[src/rtl/video_sync_gen.sv]
// Synthetic video timing source: sync, burst and field decodes, plus a target-rectangle flag.
// Optional `TRACK_SIM_EN` lets tracker az/el outputs move the target once per field.
module video_sync_gen #(
  parameter int LINE_CLKS       = 254,
  parameter int HSYNC_CLKS      = 19,
  parameter int BURST_START     = 21,
  parameter int BURST_CLKS      = 9,
  parameter int LINES_PER_FIELD = 262,
  parameter int VSYNC_LINES     = 9,
  parameter int TGT_LINE        = 128,
  parameter int TGT_COL         = 120,
  parameter int TGT_W           = 3,
  parameter int TGT_H           = 4
) (
  input  logic       clk4mhz,
  input  logic       reset,
  input  logic       pos_load,
  input  logic [8:0] pos_line,
  input  logic [8:0] pos_col,
`ifdef TRACK_SIM_EN
  input  logic       az_dir,
  input  logic       el_dir,
  input  logic       az_fast,
  input  logic       el_fast,
`endif
  output logic       pos_busy,
  output logic       pos_ack,
  output logic       vsync,
  output logic       csync,
  output logic       field,
  output logic       burst,
  output logic       target
);

  localparam logic [9:0] H_LAST  = 10'(LINE_CLKS - 1);
  localparam logic [9:0] V_LAST  = 10'(LINES_PER_FIELD - 1);
  localparam logic [9:0] HS_L    = 10'(HSYNC_CLKS);
  localparam logic [9:0] VS_L    = 10'(VSYNC_LINES);
  localparam logic [9:0] BS_LO   = 10'(BURST_START);
  localparam logic [9:0] BS_HI   = 10'(BURST_START + BURST_CLKS - 1);
  localparam logic [9:0] TW_M1   = 10'(TGT_W - 1);
  localparam logic [9:0] TH_M1   = 10'(TGT_H - 1);
  localparam logic [8:0] LINE_R  = 9'(TGT_LINE);
  localparam logic [8:0] COL_R   = 9'(TGT_COL);

  logic [9:0] h_cnt, v_cnt;
  logic       field_st;
  logic [8:0] cur_line, cur_col, pend_line, pend_col;
  logic       field_start;
  logic       cs_d, vs_d, bst_d, tgt_d;
  logic [9:0] act_col, act_line, line_lo, line_hi, col_lo, col_hi;

  assign field_start = (h_cnt == '0) && (v_cnt == '0);

  // Range ends are 10-bit sums so rectangles hanging off the field never wrap into view.
  always_comb begin
    cs_d     = h_cnt < HS_L;
    vs_d     = v_cnt < VS_L;
    act_col  = h_cnt - HS_L;
    act_line = v_cnt - VS_L;
    line_lo  = {1'b0, cur_line};
    line_hi  = line_lo + TH_M1;
    col_lo   = {1'b0, cur_col};
    col_hi   = col_lo + TW_M1;
    bst_d    = (h_cnt >= BS_LO) && (h_cnt <= BS_HI) && !vs_d;
    tgt_d    = !cs_d && !vs_d &&
               (act_line >= line_lo) && (act_line <= line_hi) &&
               (act_col >= col_lo) && (act_col <= col_hi);
  end

`ifdef TRACK_SIM_EN
  localparam logic [9:0] COL_MAX  = 10'(LINE_CLKS - HSYNC_CLKS - TGT_W);
  localparam logic [9:0] LINE_MAX = 10'(LINES_PER_FIELD - VSYNC_LINES - TGT_H);

  function automatic logic [8:0] move(input logic [8:0] cur, input logic dir,
                                      input logic fast, input logic [9:0] hi);
    logic signed [11:0] s, n;
    s = fast ? 12'sd4 : 12'sd1;
    n = $signed({3'b000, cur}) + (dir ? s : -s);
    if (n < 12'sd0)                       move = '0;
    else if (n > $signed({2'b00, hi}))    move = hi[8:0];
    else                                  move = n[8:0];
  endfunction
`endif

  always_ff @(posedge clk4mhz or posedge reset) begin
    if (reset) begin
      h_cnt     <= '0;
      v_cnt     <= '0;
      field_st  <= 1'b0;
      field     <= 1'b0;
      csync     <= 1'b0;
      vsync     <= 1'b0;
      burst     <= 1'b0;
      target    <= 1'b0;
      cur_line  <= LINE_R;
      cur_col   <= COL_R;
      pend_line <= '0;
      pend_col  <= '0;
      pos_busy  <= 1'b0;
      pos_ack   <= 1'b0;
    end else begin
      if (h_cnt == H_LAST) begin
        h_cnt <= '0;
        if (v_cnt == V_LAST) begin
          v_cnt    <= '0;
          field_st <= ~field_st;
        end else begin
          v_cnt <= v_cnt + 10'd1;
        end
      end else begin
        h_cnt <= h_cnt + 10'd1;
      end

      csync  <= cs_d;
      vsync  <= vs_d;
      burst  <= bst_d;
      target <= tgt_d;
      field  <= field_st;

      pos_ack <= field_start && pos_busy;
      if (field_start && pos_busy) begin
        cur_line <= pend_line;
        cur_col  <= pend_col;
        pos_busy <= 1'b0;
      end
`ifdef TRACK_SIM_EN
      else if (field_start) begin
        cur_col  <= move(cur_col, az_dir, az_fast, COL_MAX);
        cur_line <= move(cur_line, el_dir, el_fast, LINE_MAX);
      end
`endif
      // A load on the apply clock becomes the next pending value, so busy stays set.
      if (pos_load) begin
        pend_line <= pos_line;
        pend_col  <= pos_col;
        pos_busy  <= 1'b1;
      end
    end
  end

endmodule

[config.mk]
export PLATFORM = sky130hd
export DESIGN_NAME = video_sync_gen
export DESIGN_NICKNAME = d
export VERILOG_FILES = /design/src/rtl/video_sync_gen.sv
export SDC_FILE = /design/constraint.sdc
export NUM_CORES = 1
export LEC_CHECK = 0
export BUFFER_PORTS_ARGS = -buffer_cell sky130_fd_sc_hd__buf_4
export CORE_MARGIN = 1
export CORE_UTILIZATION = 55
export DETAILED_ROUTE_END_ITERATION = 16
export PLACE_DENSITY = 0.74
export SETUP_SLACK_MARGIN = 0.3
export SYNTH_ARGS = -nofsm -noshare
export SYNTH_HDL_FRONTEND = slang
export SYNTH_SLANG_ARGS = --single-unit
[constraint.sdc]
create_clock -name clk4mhz -period 4.7 [get_ports clk4mhz]
set_input_delay 0 -clock clk4mhz [delete_from_list [all_inputs] [get_ports clk4mhz]]
set_output_delay 0 -clock clk4mhz [all_outputs]
set_load 0.005 [all_outputs]
; Yosys cells after proc, flatten, opt, wreduce, memory -nomap -nowiden
; Cells that the tools add are included.
[word_totals]
regBits = 64
input_bits = 21
out_inout_bits = 7
word_cells = 50
[classes]
add_sub_neg = 6
magnitude_cmp = 8
eq_ne = 2
n_mux = 4
bitwise = 1
n_reduce_logical = 15
[op_table]
columns = op, count
row1 = 10-bit by 1-bit adder with 10-bit output (second input constant), 2
row2 = 9-bit by 2-bit adder with 10-bit output (second input constant), 2
row3 = 10-bit by 9-bit greater-or-equal comparator with 1-bit output, 2
row4 = 10-bit less-or-equal comparator, 2
row5 = 10-bit logical NOT, 2
row6 = 10-bit two-way mux, 2
row7 = 10-bit by 8-bit == test with 1-bit output (second input constant), 1
row8 = 10-bit by 9-bit == test with 1-bit output (second input constant), 1
row9 = 10-bit by 5-bit greater-or-equal comparator with 1-bit output (second input constant), 1
row10 = 10-bit by 5-bit less-or-equal comparator with 1-bit output (second input constant), 1
row11 = 10-bit by 4-bit < comparator with 1-bit output (second input constant), 1
row12 = 10-bit by 5-bit < comparator with 1-bit output (second input constant), 1
row13 = 10-bit by 4-bit subtractor with 10-bit output (second input constant), 1
row14 = 10-bit by 5-bit subtractor with 10-bit output (second input constant), 1
row15 = 1-bit logical AND, 9
row16 = 1-bit logical NOT, 2
row17 = 1-bit two-way mux, 2
row18 = 2-bit AND reduction, 1
row19 = 2-bit nonzero test, 1
row20 = 1-bit inverter, 1

; Logic depth before layout (Yosys ltp)
; Gate-level depths: netlist of the first run.
[logic_depth]
ltp_word = 7
ltp_mapped = 12
depth_no_buf = 12

; Least setup slack after synthesis of the first run
; Ideal clock, no wire load.
[synth_path]
path_kind = register -> register
start = register v_cnt[0]
end = register target
setup_time_ps = 125
arrival_ps = 2508
required_ps = 4575
path_slack_ps = 2068
stages_incl_launch_ff = 12
path_buffers = 0
period_less_slack_ps = 2632
cell_sequence = dfrtp_1 > inv_1 > ha_1 > a21boi_0 > xnor2_1 > ha_1 > a21oi_1 > a21boi_0 > o31a_1 > o311ai_0 > a2111o_1 > nor2_1
[synth_between]
elab_chain_cells = 7
elab_cells_between_ends = 10
cone_classes = 1 x add/sub / 3 x order compare / 6 x reduce/logical
[synth_lines]
columns = item, line
row1 = "start, declared", 46  ; logic [9:0] h_cnt, v_cnt;
row2 = "start signal, assigned", 109  ; v_cnt <= v_cnt + 10'd1;
row3 = branches (longest 4 deep; another with 10-bit by 4-bit subtractor with 10-bit output), -
row4 = 1-bit logical AND (*) (2 in a row), 67  ; (act_line >= line_lo) && (act_line <= line_hi) &&
row5 = 1-bit logical AND (*), 68  ; (act_col >= col_lo) && (act_col <= col_hi);
row6 = via tgt_d, 50  ; logic cs_d, vs_d, bst_d, tgt_d;
row7 = "end signal, assigned", 118  ; target <= tgt_d;
row8 = "end, declared", 32  ; output logic target
; Mark *: on every way through the listed nets, which the timed path passes.
; A chain may end at the register's enable or synchronous reset.

; Worst setup path after layout of the first run
; Ends and elaborated chain as after synthesis.

==> results.py, run 1 <==
metrics = {
    "global_routing": {
        "busiest_layer": "met2",
        "grt_pass1_wl_um": 13800,
        "grt_pass1_vias": 2882,
        "use_met3_pct": 3.77,
        "grt_use_met1_pct": 32.5,
        "grt_util_met2_pct": 36.8,
        "grt.total_usage_pct": 23.5,
        "grt_max_degree": 65,
        "overflow": 0,
        "antenna_found_initial": 0,
    },
    "cells_and_area": {
        "fill_cells": 530,
        "fin_nets": 504,
        "register_area_mm2": 0.00161,
        "diodes": 0,
        "drive_above_1_share_pct": 21.1,
        "multi_input_area_mm2": 0.00225,
        "syn2layout_area_growth_pct": 17.3,
    },
    "sta": {
        "max_freq_mhz": 327,
        "min_period_over_period_pct": 65.2,
        "fin_skew_ns": 0.0117,
        "finalHoldViolations": 0,
        "slew_viol_final": 0,
        "period_minus_slack_ns": 3.06,
        "setup_viol_count_final": 0,
        "worst_pin_slew_ns": 0.785,
        "fin_setup_tns_ns": 0,
        "grt_setup_unrepaired": "false",
        "maxSlewHeadroom_pct": 47.6,
    },
    "floorplanning": {
        "ios": 28,
        "chipWidth_um": 87.7,
        "rows": 30,
        "start_util_pct": 58.2,
        "fp.dieH_um": 87.7,
        "dieArea_mm2": 0.00769,
        "core-area_mm2": 0.00694,
    },
    "pwr": {
        "power_mw": 1.27,
        "total_leakage_power_nw": 2.07,
        "peakVddDrop_mv": 0.217,
        "power_density_mw_per_mm2": 268,
    },
    "run_status": {
        "status": "finished, final reports clean",
    },
    "synthesis": {
        "synth.most_common_cell": "dfrtp_1",
        "synth.avg_cell_area_um2": 10.3,
        "synth.distinct_cells": 51,
        "syn_nets": 459,
        "netlist_top_cells_count": "59 x dfrtp_1, 47 x ha_1, 37 x mux2_2",
        "synth_cells": 391,
        "yosys_most_used_dff": "dfrtp_1",
        "synth_top_area_share_pct": 36.5,
        "yosys.area.top_type": "dfrtp_1",
        "synth_seq_cells": 64,
        "synth_edf_count": 0,
        "synthTopCellsByArea": "dfrtp_1 37%, ha_1 15%, mux2_2 10%",
        "netlist_area_mm2": 0.00404,
        "synth_seq_area_share_pct": 39.8,
        "synthArstFlopShare_pct": 100,
        "ys_warn_count": 0,
    },
    "clocking": {
        "cts_tree": "yes",
        "cts_htree_levels": 3,
        "cts.path.max_buffers": 2,
        "cts_buffers": 9,
        "clk_pin_slew_ns": 0.07,
        "cts_root_buffer": "clkbuf_8",
        "clk_latency_ns": 0.35,
        "clock_sinks": 64,
        "postCtsSetupBuffers": 0,
    },
    "worst_setup_path": {
        "required_ns": 4.98,
        "critPathArrivalTime_ns": 3.35,
        "reg2reg_slack_ns": 1.64,
        "worstPathMaxFanout": 9,
        "worstSetupEndpointType": "flop",
        "cp-start-kind": "flop",
        "worstSetupPathType": "reg -> reg",
    },
    "detailed_routing": {
        "vias": 2985,
        "drc": 0,
        "drt.antenna.violating_nets": 0,
        "via_per_inst": 5.56,
        "dr.pass1.iters": 4,
        "avgRoutedWirePerCell_um": 15.0,
        "wirelength_um": 8060,
        "drt_iter0_markers": 104,
    },
    "run": {
        "maxCapViolCount": 0,
    },
    "placement": {
        "io_buffers": 27,
        "post-dp-hpwl_um": 5800,
        "gp_congestion": 0.903,
    },
    "worst_hold_path": {
        "min_path_type": "in -> reg",
    },
}
## cell type report
type	instances	share of cell area, %
well taps	96	2.53
inverters	30	2.38
multi-input cells	284	47.6
clock inverters	7	2.53
flip-flops and latches	64	33.9
repair buffers	47	8.45
clock buffers	9	2.61
## path summary, 6_finish.rpt
check,startpoint,endpoint,depth (start not counted)
worst max-delay path,v_cnt[0],target,11
worst min-delay path,pos_load,pos_busy,2
worst max register to register,v_cnt[0],target,11
worst min register to register,field_st,field,0
max in group asynchronous,reset,v_cnt[2],4
min in group asynchronous,reset,pend_col[8],4
## state kept, by name, summed over array words and instances (netlist names), 9 cells and up
signal	flops
h_cnt	10
pend_col	9
cur_line	9
pend_line	9
cur_col	9
v_cnt	10
## worst max-delay path, cell delays in order (launching register included)
cell and delay [ns]:
dfrtp_1 0.52, inv_1 0.14, ha_1 0.24, a21boi_0 0.46, xnor2_1 0.19, ha_1 0.36, nand4_1 0.14, a21oi_1 0.16
o31a_1 0.15, o311ai_0 0.12, a2111o_1 0.43, nor2_1 0.10
## repair_timing
| action | in CTS | in global routing |
|---|---|---|
| hold buffers | 19 | 0 |
| hold endpoints to repair | 77 | 0 |
| gates resized for setup | 0 | 0 |
## cells by family (layout without fill, tap and decap cells)
| logic type | count (synthesis) | count (layout) | share of synthesized area (%) |
|---|---|---|---|
| and+or+nand+nor | 104 | 104 | 13.3 |
| DFF | 64 | 64 | 39.8 |
| xor gates and xnor gates | 36 | 36 | 7.80 |
| adders and majority gates | 47 | 47 | 14.6 |
| AOI/OAI and AO/OA | 60 | 60 | 9.85 |
| muxes | 37 | 37 | 10.3 |
| buffers and inverters | 43 | 93 | 4.43 |
## layout by cell type, fill, tap and decap left out, types with 4 or more instances in the layout
master and n:
dfrtp_1 59, ha_1 47, mux2_2 37, nor2_1 30
inv_1 29, buf_4 28, xnor2_1 19, dlygate4sd3_1 19
nand2_1 18, xor2_1 17, o21ai_0 16, a21oi_1 13
nand4_1 11, nor3_1 10, nand3_1 10, clkbuf_8 9
nor4_1 5, dfstp_2 5, and4_1 4
## power by group
group | internal, mW | switching [mW] | leakage (nW)
clock network | 0.353 | 0.227 | 0.119
registers | 0.573 | 0.0146 | 0.804
logic | 0.0579 | 0.0459 | 1.15
total | 0.984 | 0.287 | 2.07
## metrics by stage
step                area, µm²  setup slack [ns]  instances  hold WS [ns]  utilization [%]
floorplan                4040              2.07        391         0.152                -
global placement         4300              1.85        502         0.232             62.0
detailed placement       4300              1.73        502         0.236             62.0
CTS                      4740              1.69        537        0.0389             68.2
global route             4740              1.33        537        0.0621             68.2
finish                   4740              1.64        537        0.0471             68.2
## per-layer routing
metal | part of all wire (%) | up-vias
met5 | 0 | -
met1 | 49 | 1429
met2 | 46 | 63
li1 | - | 1480
met3 | 3.5 | 13
met4 | 2.0 | 0
No activity file was read; power rests on OpenSTA's default activity.
==> run 2: changes to the inputs <==
==> constraint.sdc (replaced) <==
create_clock -name clk4mhz -period 3.2 [get_ports clk4mhz]
set_input_delay 0 -clock clk4mhz [delete_from_list [all_inputs] [get_ports clk4mhz]]
set_output_delay 0 -clock clk4mhz [all_outputs]
set_load 0.005 [all_outputs]
==> run 2 against run 1 <==
Critical path depth down 1; hold slack worse by 0.0052 ns; register-to-register slack worse by 1.2 ns; final cell count unchanged; global-route usage up 0.96 points; clock power up 47%; final area up 0.55%; routed wire length up 6.3%; critical endpoint unchanged; largest cell class unchanged; largest power group unchanged.
==> results.py, run 2 (synthesized netlist as in run 1, its figures left out) <==
metrics = {
    "run_status": {
        "status": "finished, final reports clean",
    },
    "pwr": {
        "total_leakage_power_nw": 2.07,
        "power_density_mw_per_mm2": 393,
        "power_mw": 1.87,
        "peakVddDrop_mv": 0.472,
    },
    "clocking": {
        "clk_pin_slew_ns": 0.08,
        "cts_tree": "yes",
        "cts.path.max_buffers": 2,
        "cts_buffers": 9,
        "cts_htree_levels": 3,
        "clk_latency_ns": 0.35,
        "clock_sinks": 64,
        "cts_root_buffer": "clkbuf_8",
    },
    "sta": {
        "setup_viol_count_final": 0,
        "fin_skew_ns": 0.0111,
        "fin_setup_tns_ns": 0,
        "worst_pin_slew_ns": 0.827,
        "slew_viol_final": 0,
        "finalHoldViolations": 0,
        "maxSlewHeadroom_pct": 44.8,
        "period_minus_slack_ns": 2.73,
        "holdWs_ns": 0.0419,
        "min_period_over_period_pct": 85.4,
        "fin_ws_ns": 0.468,
        "max_freq_mhz": 366,
        "grt_setup_unrepaired": "false",
    },
    "detailed_routing": {
        "drt_iter0_markers": 89,
        "avgRoutedWirePerCell_um": 15.9,
        "via_per_inst": 5.64,
        "drt.antenna.violating_nets": 0,
        "dr.pass1.iters": 4,
        "drc": 0,
        "wirelength_um": 8560,
        "vias": 3029,
    },
    "worst_setup_path": {
        "critPathArrivalTime_ns": 3.00,
        "worstSetupPathType": "reg -> reg",
        "required_ns": 3.47,
        "worstSetupEndpointType": "flop",
        "cp-start-kind": "flop",
        "worstPathMaxFanout": 8,
    },
    "global_routing": {
        "grt_pass1_wl_um": 14300,
        "antenna_found_initial": 0,
        "grt_pass1_vias": 2936,
        "grt_max_degree": 41,
        "grt.total_usage_pct": 24.5,
        "overflow": 0,
    },
    "cells_and_area": {
        "fin_cells": 537,
        "final_cell_mix": "56 x dfrtp_1, 46 x ha_1, 37 x mux2_2",
        "fill_cells": 518,
        "syn2layout_area_growth_pct": 17.9,
        "drive_above_1_share_pct": 22.9,
        "layout_commonest_cell": "dfrtp_1",
        "diodes": 0,
        "post-route-util_pct": 68.6,
        "top_regs": "h_cnt x10, v_cnt x10",
        "fin_nets": 504,
        "final_area_mm2": 0.00476,
    },
    "worst_hold_path": {
        "min_path_type": "in -> reg",
    },
    "placement": {
        "dpl_cell_area_mm2": 0.00430,
        "dp_slack_ns": 0.233,
        "gp_congestion": 0.951,
        "io_buffers": 27,
        "placed_cells": 502,
        "post-dp-hpwl_um": 5950,
    },
    "floorplanning": {
        "chipWidth_um": 87.7,
        "ios": 28,
        "dieArea_mm2": 0.00769,
        "core-area_mm2": 0.00694,
        "start_util_pct": 58.2,
        "fp.dieH_um": 87.7,
        "rows": 30,
    },
    "run": {
        "maxCapViolCount": 0,
    },
}
run 2: critical path, cell delays in order (launching register included):
cell	delay, ns
dfrtp_1	0.49
nand2_1	0.12
a21boi_0	0.38
nor3_1	0.13
xor2_1	0.34
ha_1	0.33
a21oi_1	0.14
o21ai_0	0.12
a2111oi_2	0.36
o32ai_1	0.14
nor2_1	0.11
run 2: cell type report:
type,count,area [µm²],share of cell area (%)
Multi-Input combinational cell,284,2280,47.8
Clock buffer,9,124,2.60
Tap cell,96,120,2.52
Clock inverter,7,120,2.52
Inverter,30,113,2.36
Timing Repair Buffer,47,400,8.40
Sequential cell,64,1610,33.8
run 2: worst paths after layout:
path / from / endpoint / slack [ns] / cells past startpoint
min in group asynchronous: reset / cur_line[1] / 0.38 / 3
max in group asynchronous: reset / v_cnt[0] / 1.95 / 4
worst max register to register: h_cnt[0] / target / 0.47 / 10
worst min-delay path: pos_load / pos_busy / 0.04 / 2
worst max-delay path: h_cnt[0] / target / 0.47 / 10
worst min register to register: field_st / field / 0.40 / 0
run 2: routing by layer:
layer	vias to the layer above	global-route usage, %	routed length, µm
li1	1484	-	-
met1	1472	33.3	4010
met2	59	39.6	4150
met3	14	4.52	282
met4	0	8.05	124
met5	-	0	0
run 2: power breakdown:
| group | switching, mW | leakage (nW) | internal [mW] |
|---|---|---|---|
| clock | 0.336 | 0.119 | 0.518 |
| sequential | 0.0227 | 0.799 | 0.842 |
| combinational | 0.0692 | 1.15 | 0.0863 |
run 2: what timing repair did:
action,in CTS,in global routing
hold endpoints to repair,52,0
hold buffers,19,0
resized for setup,1,9
setup endpoints to repair,1,1
gates cloned,0,0
buffers inserted,0,0
